## src/rtl/instr_loader_pkg.sv

```systemverilog
// -----------------------------------------------------------------------------
// instr_loader_pkg
// Constants shared by the instruction loader and its byte assembler:
//   - BYTE_W    : width of one received byte
//   - HALT_WORD : instruction word that terminates a load (it is still written)
//   - ST_*      : 2-bit FSM state encoding of the loader
// -----------------------------------------------------------------------------
package instr_loader_pkg;

  localparam int          BYTE_W    = 8;
  localparam logic [31:0] HALT_WORD = 32'hFFFF_FFFF;

  localparam logic [1:0] ST_IDLE  = 2'd0;
  localparam logic [1:0] ST_RECV  = 2'd1;
  localparam logic [1:0] ST_WRITE = 2'd2;
  localparam logic [1:0] ST_DONE  = 2'd3;

endpackage

```

## src/rtl/instr_loader_word_assembler.sv

```systemverilog
// -----------------------------------------------------------------------------
// word_assembler
// Packs incoming bytes, first byte = MSB, into a B-bit word.
// Ports:
//   clk_i        : clock, rising edge
//   rst_ni       : asynchronous active-low reset, clears bytes and counter
//   clear_i      : synchronous clear, discards any partial word (wins over capture)
//   capture_i    : accept byte_i this cycle
//   byte_i       : byte to accept
//   word_o       : word formed by the held bytes followed by byte_i
//   word_ready_o : high when the byte being captured completes a word
// -----------------------------------------------------------------------------
module word_assembler
  import instr_loader_pkg::*;
#(
  parameter int B = 32
) (
  input  logic              clk_i,
  input  logic              rst_ni,
  input  logic              clear_i,
  input  logic              capture_i,
  input  logic [BYTE_W-1:0] byte_i,
  output logic [B-1:0]      word_o,
  output logic              word_ready_o
);

  // Only the three earlier bytes need storage; the fourth is taken straight
  // from byte_i when the word completes.
  logic [B-BYTE_W-1:0] shift_q, shift_d;
  logic [1:0]          cnt_q, cnt_d;

  assign word_o       = {shift_q, byte_i};
  assign word_ready_o = capture_i && !clear_i && (cnt_q == 2'd3);

  always_comb begin
    shift_d = shift_q;
    cnt_d   = cnt_q;
    if (clear_i) begin
      shift_d = '0;
      cnt_d   = 2'd0;
    end else if (capture_i) begin
      shift_d = word_o[B-BYTE_W-1:0];
      cnt_d   = cnt_q + 2'd1;   // wraps to 0 after the fourth byte
    end
  end

  always_ff @(posedge clk_i or negedge rst_ni) begin
    if (!rst_ni) begin
      shift_q <= '0;
      cnt_q   <= 2'd0;
    end else begin
      shift_q <= shift_d;
      cnt_q   <= cnt_d;
    end
  end

endmodule

```

## src/rtl/instr_loader.sv

```systemverilog
// -----------------------------------------------------------------------------
// instr_loader
// Debug-path loader: packs a UART byte stream into 32-bit instructions and
// writes them to instruction memory at byte addresses 0,4,8,... until the HALT
// word has been written or memory is full, then holds a sticky done flag.
// Ports:
//   i_clk     : clock, rising edge
//   i_reset   : asynchronous active-low reset
//   i_start   : single-cycle start pulse (honoured in IDLE and DONE only)
//   i_rx_data : received byte, valid while i_rx_done is high
//   i_rx_done : one-cycle byte strobe
//   o_write   : one-cycle memory write enable per word
//   o_addr    : byte address of the write (multiple of 4)
//   o_data    : instruction word to write
//   o_busy    : high while receiving or writing
//   o_done    : sticky load-complete flag
//   o_count   : words written in the current or last load
// -----------------------------------------------------------------------------
module instr_loader
  import instr_loader_pkg::*;
#(
  parameter int B  = 32,
  parameter int W  = 5,
  parameter int PC = 32
) (
  input  logic          i_clk,
  input  logic          i_reset,
  input  logic          i_start,
  input  logic [7:0]    i_rx_data,
  input  logic          i_rx_done,
  output logic          o_write,
  output logic [PC-1:0] o_addr,
  output logic [B-1:0]  o_data,
  output logic          o_busy,
  output logic          o_done,
  output logic [W:0]    o_count
);

  localparam logic [W:0]    CNT_ONE   = {{W{1'b0}}, 1'b1};
  localparam logic [W:0]    CNT_FULL  = {1'b1, {W{1'b0}}};
  localparam logic [PC-1:0] ADDR_STEP = PC'(4);

  logic [1:0]    state_q, state_d;
  logic [PC-1:0] addr_q, addr_d;
  logic [W:0]    count_q, count_d;
  logic [B-1:0]  data_q, data_d;

  logic          asm_clear;
  logic          asm_capture;
  logic [B-1:0]  asm_word;
  logic          asm_ready;
  logic [W:0]    count_inc;

  word_assembler #(.B(B)) u_asm (
    .clk_i        (i_clk),
    .rst_ni       (i_reset),
    .clear_i      (asm_clear),
    .capture_i    (asm_capture),
    .byte_i       (i_rx_data),
    .word_o       (asm_word),
    .word_ready_o (asm_ready)
  );

  assign count_inc = count_q + CNT_ONE;

  always_comb begin
    state_d     = state_q;
    addr_d      = addr_q;
    count_d     = count_q;
    data_d      = data_q;
    asm_clear   = 1'b0;
    asm_capture = 1'b0;
    case (state_q)
      ST_IDLE, ST_DONE: begin
        if (i_start) begin
          state_d   = ST_RECV;
          addr_d    = '0;
          count_d   = '0;
          asm_clear = 1'b1;
        end
      end
      ST_RECV: begin
        asm_capture = i_rx_done;
        if (asm_ready) begin
          // Latch the finished word separately so the assembler can already
          // take the next byte while this one is on o_data.
          data_d  = asm_word;
          state_d = ST_WRITE;
        end
      end
      ST_WRITE: begin
        addr_d  = addr_q + ADDR_STEP;
        count_d = count_inc;
        if ((data_q == HALT_WORD) || (count_inc == CNT_FULL)) begin
          state_d   = ST_DONE;
          asm_clear = 1'b1;          // a byte arriving now is dropped
        end else begin
          state_d     = ST_RECV;
          asm_capture = i_rx_done;   // becomes byte 0 of the next word
        end
      end
      default: state_d = ST_IDLE;
    endcase
  end

  always_ff @(posedge i_clk or negedge i_reset) begin
    if (!i_reset) begin
      state_q <= ST_IDLE;
      addr_q  <= '0;
      count_q <= '0;
      data_q  <= '0;
    end else begin
      state_q <= state_d;
      addr_q  <= addr_d;
      count_q <= count_d;
      data_q  <= data_d;
    end
  end

  // Outputs are decodes of registers only; no input reaches them combinationally.
  assign o_write = (state_q == ST_WRITE);
  assign o_busy  = (state_q == ST_RECV) || (state_q == ST_WRITE);
  assign o_done  = (state_q == ST_DONE);
  assign o_addr  = addr_q;
  assign o_data  = data_q;
  assign o_count = count_q;

endmodule

```

## config.mk

```make
export PLATFORM = sky130hd
export DESIGN_NAME = instr_loader
export DESIGN_NICKNAME = d
export VERILOG_FILES = /design/src/rtl/instr_loader_pkg.sv /design/src/rtl/instr_loader_word_assembler.sv /design/src/rtl/instr_loader.sv
export SDC_FILE = /design/constraint.sdc
export NUM_CORES = 1
export LEC_CHECK = 0
export ABC_CLOCK_PERIOD_IN_PS = 3800
export CORE_ASPECT_RATIO = 0.75
export CORE_MARGIN = 10
export CORE_UTILIZATION = 45
export CTS_CLUSTER_DIAMETER = 60
export DETAILED_ROUTE_END_ITERATION = 10
export GPL_ROUTABILITY_DRIVEN = 1
export GPL_TIMING_DRIVEN = 1
export PLACE_DENSITY_LB_ADDON = 0.1
export REMOVE_ABC_BUFFERS = 1
export SLEW_MARGIN = 10
export SYNTH_ARGS = -nofsm -noshare
export SYNTH_HDL_FRONTEND = slang
export SYNTH_HIERARCHICAL = 1
export SYNTH_SLANG_ARGS = --single-unit
```

## constraint.sdc

```tcl
create_clock -name i_clk -period 3.8 [get_ports i_clk]
set_input_delay 0.38 -clock i_clk [delete_from_list [all_inputs] [get_ports i_clk]]
set_output_delay 0.38 -clock i_clk [all_outputs]
set_load 0.05 [all_outputs]
```

# Word level (Yosys, flattened, before mapping)
# Index checks and enable logic that the tools add are counted.
# word_totals
out_inout_bits,73
elab_cells,46
ff_bits,98
in_bits,12
# classes
add_sub_neg,3
n_reduce_logical,12
eq_ne,8
n_mux,17
# ops
op,n
$pmux W32 S2,1
$mux W24,2
$add A32 B3 Y32 const B,1
$eq A32 B32 Y1 const B,1
$mux W32,1
$pmux W6 S2,1
$mux W2,5
$add A6 B1 Y6 const B,1
$eq A2 B2 Y1 const B,3
$eq A6 B6 Y1 const B,1
$mux W6,1
$pmux W2 S3,1
$reduce_and A2 Y1,3
$ne A2 B2 Y1 const B,2
$pmux W1 S2,2
$reduce_bool A2 Y1,2
$mux W1,3
$add A2 B1 Y2 const B,1
$eq A2 B1 Y1 const B,1
$logic_and A1 B1 Y1,2
$logic_not A2 Y1,1
$logic_or A1 B1 Y1,2
$reduce_or A2 Y1,1
$logic_not A1 Y1,1

# Depth between registers and ports, before layout
# Gate-level depths: netlist of run 1.
# logic_depth
word_depth,10
ltp_mapped,14
mapped_depth_nobuf,11

# By module
# The synthesis of run 1 kept the hierarchy.
# modules_own_cells
mod,cells_per_inst,instances,seq_area_each_um2,area_each_um2
instr_loader,315,1,1751.7,3428.3
word_assembler,95,1,650.6,1156.1

# Least setup slack after synthesis of run 1
# OpenSTA, ideal clock, no wires.
# synth_path
path_type,register to register
start,register count_q[5] (netlist: o_count[5])
end,register data_q[10] (netlist: o_data[10])
setup_ns,0.125
n_path_buf,3
period_less_slack_ns,3.059
path_slack_ns,0.741
stages_incl_launch_ff,11
required_ns,3.675
arrival_time_ns,2.934
cell_sequence,dfrtp_1 -> or3b_2 -> mux2i_1 -> a32oi_1 -> o31ai_1 -> buf_2 -> buf_2 -> nor2_1 -> nand2_1 -> buf_1 -> mux2_2
# synth_between
elab_chain_cells,9
word_cells_on_any_way,11
cone_classes,1 x add/sub; 1 x eq/ne; 4 x mux; 5 x reduce/logical
# synth_rtl
item,line,text
"start, declared",instr_loader.sv:45,"logic [W:0] count_q, count_d;"
"start signal, assigned",instr_loader.sv:115,count_q <= count_d;
$add A6 B1 Y6,instr_loader.sv:64,assign count_inc = count_q + CNT_ONE;
$eq A6 B6 Y1,instr_loader.sv:94,if ((data_q == HALT_WORD) || (count_inc == CNT_FULL)) begin
$logic_or A1 B1 Y1,instr_loader.sv:94,
$mux W1,instr_loader.sv:94,
$pmux W1 S2,instr_loader.sv:73,case (state_q)
net asm_clear,instr_loader.sv:48,logic asm_clear;
$logic_not A1 Y1,instr_loader_word_assembler.sv:33,assign word_ready_o = capture_i && !clear_i && (cnt_q == 2'd3);
$logic_and A1 B1 Y1 (2 in a row),instr_loader_word_assembler.sv:33,
net asm_ready,instr_loader.sv:51,logic asm_ready;
$reduce_and A2 Y1 (no line),-,
"end signal, assigned",instr_loader.sv:116,data_q <= data_d;
"end, declared",instr_loader.sv:46,"logic [B-1:0] data_q, data_d;"
# The timed path passes the listed nets, and every way through them passes these cells.
# A chain may end at the register's enable or synchronous reset.

# Worst setup path in the final report of run 1
# layout_path
start,register count_q[3] (netlist: o_count[3])
end,register data_q[6] (netlist: o_data[6])
# layout_between
word_cells_on_any_way,11
cone_classes,1 x add/sub; 1 x eq/ne; 4 x mux; 5 x reduce/logical
# layout_rtl
item,line,text
$add A6 B1 Y6,instr_loader.sv:64,
$eq A6 B6 Y1,instr_loader.sv:94,
$logic_or A1 B1 Y1,instr_loader.sv:94,
$mux W1,instr_loader.sv:94,
$pmux W1 S2,instr_loader.sv:73,
net asm_capture,instr_loader.sv:49,logic asm_capture;
$logic_and A1 B1 Y1 (2 in a row),instr_loader_word_assembler.sv:33,
net asm_ready,instr_loader.sv:51,
$reduce_and A2 Y1 (no line),-,
# The timed path passes the listed nets, and every way through them passes these cells.

==> summary.md, run 1 <==
| Metric | Value |
|---|---|
| Tightest Pin Transition | `between 900 and 1000 ps` |
| CP Class | `reg -> reg` |
| Critical Path End Type | `register` |
| Setup Fix Bufs, Post-CTS | `0` |
| Worst reg-to-reg setup slack | `~950 ps` |
| Largest net degree at the start of global routing | `41` |
| Antenna Cells | `0` |
| Die Y | `~110 µm` |
| RSZ-0062 raised after global routing | `false` |
| Worst EP required | `approximately 4000 ps` |
| Vias in the first global route | `around 3400` |
| Yosys warning count | `6` |
| Initial antenna violation count | `0` |
| Post-synth top cells | `96 x dfrtp_1, 40 x nor2_1, 33 x mux2i_1` |
| Setup TNS | `0 ps` |
| Cells on worst reg2reg path | `9` |
| CP startpoint kind | `register` |
| Largest incremental delay on the critical path | `490 ps` |
| Endpoint of the lowest-slack register-to-register path | `o_data[6]` |
| Worst Path Arrival | `around 3100 ps` |
| Sequential cell area | `about 2400 µm²` |
| WHS | `~12 ps` |
| PwrDens | `about 740 nW/µm²` |
| Die width | `137 µm` |
| Final setup vio count | `0` |
| Resized cells post-CTS | `0` |
| Fill count | `around 860` |
| CTS clk-pin slew, worst paths | `60 ps` |
| Post-Syn Area per Cell | `roughly 11 µm²` |
| Routed WL per cell | `17.8 µm` |
| Hpwl dp | `between 7000 and 8000 µm` |
| Synth Cell Area | `4580 µm²` |
| Std cell rows | `31` |
| Worst-Skew Late Latency | `around 340 ps` |
| DR DRC count | `0` |
| Worst R2R Start | `o_count[3]` |
| Crit-path max FO | `24` |
| Crit share post-route | `around 75%` |
| Fraction of layout cells with a size suffix above 1 | `11.8%` |
| Clock sinks | `96` |
| First-pass GRT wire length | `approximately 18000 µm` |
| Vias per std cell | `5.49` |
| Placer congestion estimate | `slightly above 0.8` |
| Synth-to-Final Area Change | `24.3%` |
| Synth area leaders | `dfrtp_1 52%, mux2_2 7.9%, mux2i_1 7.2%` |
| Crit-path most repeated cell | `nand2_1` |
| Multi-input gate area | `~2000 µm²` |
| Peak supply drop | `between 400 and 500 µV` |
| Status | `finished, final reports clean` |
| Overall power | `around 4200 µW` |
| #FFs+latches synth | `96` |
| Nets | `498` |
| Sequential element share of the synthesized area | `52.4%` |
| Slew Viols, Final | `0` |
| DRT antenna net count | `0` |
| Most common cell in the synthesized netlist | `dfrtp_1` |
| Share of the synthesized area in the top cell type | `about 52%` |
| Clock Path Buffers | `2` |
| Dominant synthesized flop cell | `dfrtp_1` |
| All-layer global routing usage | `between 10% and 20%` |
| Max cap viols | `0` |
| H-tree depth | `3` |
| CTS tree | `done` |
| Final Hold Viols | `0` |
| Core area | `a little under 10000 µm²` |
| Vias | `3374` |
| EDFF count, synth | `0` |
| Cell count after synthesis | `a little over 400` |
| Drt pass-1 iters | `4` |
| Iteration-0 DRC Markers | `about 170` |
| Initial core utilization | `46.7%` |
| Netlist cell types | `41` |
| Final wirelength | `between 10000 and 15000 µm` |
| Congestion Overflow GR | `0` |
| Num CTS Buffers | `9` |
| Yosys top cell by area | `dfrtp_1` |
| Maximum clock rate | `around 350 MHz` |
| Hold-fix buffers, CTS | `0` |
| Die Footprint | `between 10000 and 15000 µm²` |
| Cell chain of the critical path | `or3b_2 -> mux2i_1 -> a32oi_1 -> a32o_1 -> nand2_1 -> nor2_1 -> nand2_1 -> buf_12 -> mux2_2` |
| Leakage | `between 0.002 and 0.0025 µW` |
| Ys async rst share | `100%` |
| I/O Buffers | `82` |
| Min-Delay Path Class | `in -> async` |
| Relative slew margins | `between 30% and 40%` |
| Post-layout minimum cycle time | `between 2000 and 3000 ps` |
| Cell at the slowest stage of the critical path | `or3b_2` |
| Io pins | `85` |
| Root Buffer | `clkbuf_16` |
| Worst Skew | `around 4.7 ps` |
-- layout make-up --
class / instances / share of cell area (%)
multi-input cells: 276 / 34.2
repair buffers: 88 / 15.4
clock inverters: 2 / 0.263
well taps: 132 / 2.90
clock buffers: 13 / 4.57
inverters: 8 / 0.527
flip-flops and latches: 96 / 42.1
-- flip-flops by register name, summed over array words and instances (netlist names) --
signal,cells
o_addr,30
u_asm/cnt_q,2
o_count,6
o_data,32
state_q,2
u_asm/shift_q,24
-- how the worst max path moves through the flow --
stage / start / to / slack (ps)
floorplan: o_count[5] / o_data[0] / -830
CTS: o_count[3] / o_data[6] / 930
detailed placement: o_count[3] / o_data[6] / 960
global route: o_count[3] / o_data[8] / 750
global placement: o_count[3] / o_data[15] / 1020
finish: o_count[3] / o_data[6] / 950
-- logic make-up after synthesis --
group                    after synthesis  synth area share [%]
AO/OA/AOI/OAI                         49                  6.91
XOR/XNOR                               9                  1.72
adder cells (fa/ha/maj)                7                  1.91
buffers and inverters                 39                  5.40
flip-flops                            96                  52.4
multiplexers                          65                  15.1
other                                  1                0.0818
AND/OR/NAND/NOR                      144                  16.5
-- routing by layer --
| metal | GRT usage (%) | part of all wire [%] | up-vias |
|---|---|---|---|
| li1 | - | - | 1618 |
| met1 | 20.3 | 48 | 1678 |
| met2 | 23.0 | 45 | 68 |
| met3 | 5.64 | 6.8 | 10 |
| met4 | 2.73 | 0.62 | 0 |
| met5 | 0 | 0 | - |
-- per-stage QoR --
stage / worst slack, ps / cells / area (µm²) / utilization, %
global placement: 1020 / 600 / 5430 / 55.3
global route: 754 / 615 / 5700 / 58.1
CTS: 931 / 615 / 5700 / 58.1
finish: 952 / 615 / 5700 / 58.1
floorplan: -831 / 380 / 4370 / -
detailed placement: 957 / 600 / 5430 / 55.3
-- cell usage in the layout (no fill, tap or decap), drive strengths merged, types with 7 or more instances in the layout --
| cell | n |
|---|---|
| dfrtp | 96 |
| clkdlybuf4s50 | 81 |
| nor2 | 41 |
| mux2i | 33 |
| mux2 | 32 |
| nand2 | 27 |
| a21oi | 18 |
| nand4 | 16 |
| or4 | 15 |
| o31ai | 14 |
| clkbuf | 13 |
| nand3 | 12 |
| nor4 | 9 |
| xnor2 | 9 |
| inv | 8 |
| o21ai | 8 |
| ha | 7 |
| buf | 7 |
-- power breakdown --
part | internal, µW | switching (µW) | total (µW)
clock | 476 | 362 | 838
sequential | 1340 | 265 | 1600
combinational | 657 | 1110 | 1770
-- worst max-delay path, delay by kind of cell, from the launching register on --
family | cells | cell delay, ps
and+or+nand+nor | 4 | 980
muxes | 2 | 530
AOI/OAI and AO/OA | 2 | 500
DFF | 1 | 460
buffers and inverters | 1 | 240
Note: power is estimated with default switching activity, not from simulation.
==> run 2, diff against run 1 <==
--- a/config.mk
+++ b/config.mk
@@ -5,7 +5,7 @@
 export SDC_FILE = /design/constraint.sdc
 export NUM_CORES = 1
 export LEC_CHECK = 0
-export ABC_CLOCK_PERIOD_IN_PS = 3800
+export ABC_CLOCK_PERIOD_IN_PS = 2700
 export CORE_ASPECT_RATIO = 0.75
 export CORE_MARGIN = 10
 export CORE_UTILIZATION = 45
==> constraint.sdc (replaced) <==
create_clock -name i_clk -period 2.7 [get_ports i_clk]
set_input_delay 0.27 -clock i_clk [delete_from_list [all_inputs] [get_ports i_clk]]
set_output_delay 0.27 -clock i_clk [all_outputs]
set_load 0.05 [all_outputs]
==> run 2 against run 1 <==
  * First-iteration DRC count up 23%
  * Worst setup slack worse by 710 ps
  * Fmax up 16%
  * Routed wire length down 1.5%
  * Clock power up 43%
  * Flip-flop and latch count unchanged
  * Die area unchanged
  * Final area up 1.3%
  * Clock skew down 1.8 ps
  * Register-to-register slack worse by 710 ps
  * Core utilization up 0.77 points
  * Combinational power up 41%
  * Largest cell class unchanged
  * Highest routed layer unchanged
==> summary.md, run 2 (synthesis gave the netlist of run 1 again) <==
| Metric | Value |
|---|---|
| Antenna Cells | `0 (unchanged)` |
| Commonest non-fill, non-tap cell in the layout | `dfrtp_1` |
| Die Footprint | `14700 µm² (unchanged)` |
| Post-layout util | `58.9% (+0.77 points)` |
| H-tree depth | `3 (unchanged)` |
| Final setup vio count | `0 (unchanged)` |
| Synth-to-Final Area Change | `26.0%` |
| DRT antenna net count | `0 (unchanged)` |
| Post-layout minimum cycle time | `2460 ps (-388 ps)` |
| Top cell family by delay on the critical path | `simple AND/OR/NAND/NOR gates` |
| Min-Delay Path Class | `in -> async` |
| CP Class | `reg -> reg` |
| CP startpoint kind | `register` |
| Placer congestion estimate | `0.803 (-0.35%)` |
| Max reg flops | `32 (unchanged)` |
| Peak supply drop | `743 µV (+71%)` |
| Final Hold Viols | `0 (unchanged)` |
| Die Y | `107 µm (unchanged)` |
| Largest incremental delay on the critical path | `460 ps (-30 ps)` |
| Slew Viols, Final | `0 (unchanged)` |
| Crit-path most repeated cell | `nand2_1` |
| Switching power | `2450 µW (+41%)` |
| First-pass GRT wire length | `17900 µm (+0.31%)` |
| Clock Path Buffers | `2 (unchanged)` |
| Leakage | `0.00240 µW (+2.0%)` |
| Initial antenna violation count | `0 (unchanged)` |
| CP bufs+invs | `1 (unchanged)` |
| Comb pwr share | `42.0% (about the same)` |
| CTS clk-pin slew, worst paths | `60 ps (about the same)` |
| Root Buffer | `clkbuf_16` |
| Crit-path max FO | `32 (+33%)` |
| Vias in the first global route | `3432 (+2.0%)` |
| Cell chain of the critical path | `or3b_2 -> mux2i_1 -> a32oi_1 -> a32o_1 -> nand2_1 -> nor2_1 -> nand2_1 -> buf_12 -> mux2_2` |
| Clock share of power | `20.1% (+0.2 points)` |
| Vias | `3365 (-0.27%)` |
| Worst R2R Start | `o_count[5]` |
| Worst-Skew Late Latency | `330 ps (about the same)` |
| I/O Buffers | `82 (unchanged)` |
| Sequential power share | `37.9% (-0.2 points)` |
| Iteration-0 DRC Markers | `205 (+23%)` |
| Worst Skew | `2.90 ps (-1.84 ps)` |
| Vias per std cell | `5.41 (-1.4%)` |
| Congestion Overflow GR | `0 (unchanged)` |
| Critical Path End Type | `register` |
| All-layer global routing usage | `15.1% (-0.039 points)` |
| Initial core utilization | `46.7% (unchanged)` |
| Routed WL per cell | `17.3 µm (-2.6%)` |
| Worst Path Arrival | `2680 ps (-390 ps)` |
| Drt pass-1 iters | `4 (unchanged)` |
| Worst EP required | `2920 ps (-1100 ps)` |
| Largest net degree at the start of global routing | `50 (+22%)` |
| CTS tree | `done` |
| Worst Setup SP | `o_count[5]` |
| Most frequent cells in the layout | `96 x dfrtp_1, 81 x clkdlybuf4s50_1, 40 x nor2_1, 33 x mux2i_1, 32 x mux2_2` |
| RSZ-0062 raised after global routing | `false` |
| PwrDens | `1030 nW/µm² (+39%)` |
| Core area | `9810 µm² (unchanged)` |
| Worst reg-to-reg setup slack | `240 ps (-710 ps)` |
| Hpwl dp | `7540 µm (-3.7%)` |
| DR DRC count | `0 (unchanged)` |
| Setup Fix Bufs, Post-CTS | `0 (unchanged)` |
| Tightest Pin Transition | `654 ps (-332 ps)` |
| Maximum clock rate | `406 MHz (+16%)` |
| Clock sinks | `96 (unchanged)` |
| Die width | `137 µm (unchanged)` |
| Io pins | `85 (unchanged)` |
| Crit share post-route | `91.1% (+16 points)` |
| Std cell rows | `31 (unchanged)` |
| Worst Setup Slack, final | `239 ps (-712 ps)` |
| Setup Slack @ Placement | `171 ps (-786 ps)` |
| Max cap viols | `0 (unchanged)` |
| Cell at the slowest stage of the critical path | `or3b_2` |
| Nets | `504 (+1.2%)` |
| Fill count | `801 (-6.4%)` |
| Relative slew margins | `56.4% (+22 points)` |
| Net Sw Frac | `41.2% (-0.088 points)` |
| Final wirelength | `10800 µm (-1.5%)` |
| Fraction of layout cells with a size suffix above 1 | `13.5% (+1.7 points)` |
| Num CTS Buffers | `9 (unchanged)` |
| Internal power | `3490 µW (+41%)` |
| Status | `finished, final reports clean` |
[run 2: worst paths after layout]
kind,to,depth (start not counted)
worst max-delay path,o_data[27],9
worst max register to register,o_data[27],9
max in group asynchronous,state_q[1],3
worst min-delay path,o_count[3],2
worst min register to register,o_data[26],1
min in group i_clk,o_data[26],1
[run 2: power groups by stage]
stage,sequential [µW],combinational (µW),clock [µW]
6_report,2250,2490,1200
3_5_place_dp,2280,2520,0
5_1_grt,2320,2660,1290
4_1_cts,2260,2530,1230
2_1_floorplan,3000,882,0
3_3_place_gp,2270,2470,0
[run 2: final cells by class]
cell class | instances | area [µm²] | area share, %
inverters | 8 | 30.0 | 0.520
clock inverters | 5 | 31.3 | 0.542
flip-flops and latches | 96 | 2400 | 41.6
well taps | 132 | 165 | 2.86
repair buffers | 94 | 936 | 16.2
clock buffers | 11 | 253 | 4.38
multi-input cells | 276 | 1960 | 33.9
[run 2: what timing repair did]
item,CTS,global route
gates resized for setup,0,1
hold buffers,1,0
setup endpoints to repair,0,32
endpoints found under the hold margin,47,0
[run 2: routing by layer]
| metal | GRT usage [%] | share of wire [%] | vias to the layer above |
|---|---|---|---|
| met5 | 0 | 0 | - |
| met4 | 4.55 | 0.43 | 0 |
| met3 | 5.27 | 7.2 | 2 |
| met2 | 22.0 | 45 | 76 |
| met1 | 20.5 | 48 | 1657 |
| li1 | - | - | 1630 |
[run 2: metrics by stage]
step	std cells	total power, µW	hold slack (ps)	instance area (µm²)	setup TNS, ps
floorplan	380	3880	-25.6	4370	-80980
detailed placement	605	4800	341	5480	0
finish	622	5940	512	5780	0
global placement	605	4730	335	5480	0
CTS	622	6010	525	5770	0
global route	622	6270	538	5780	0
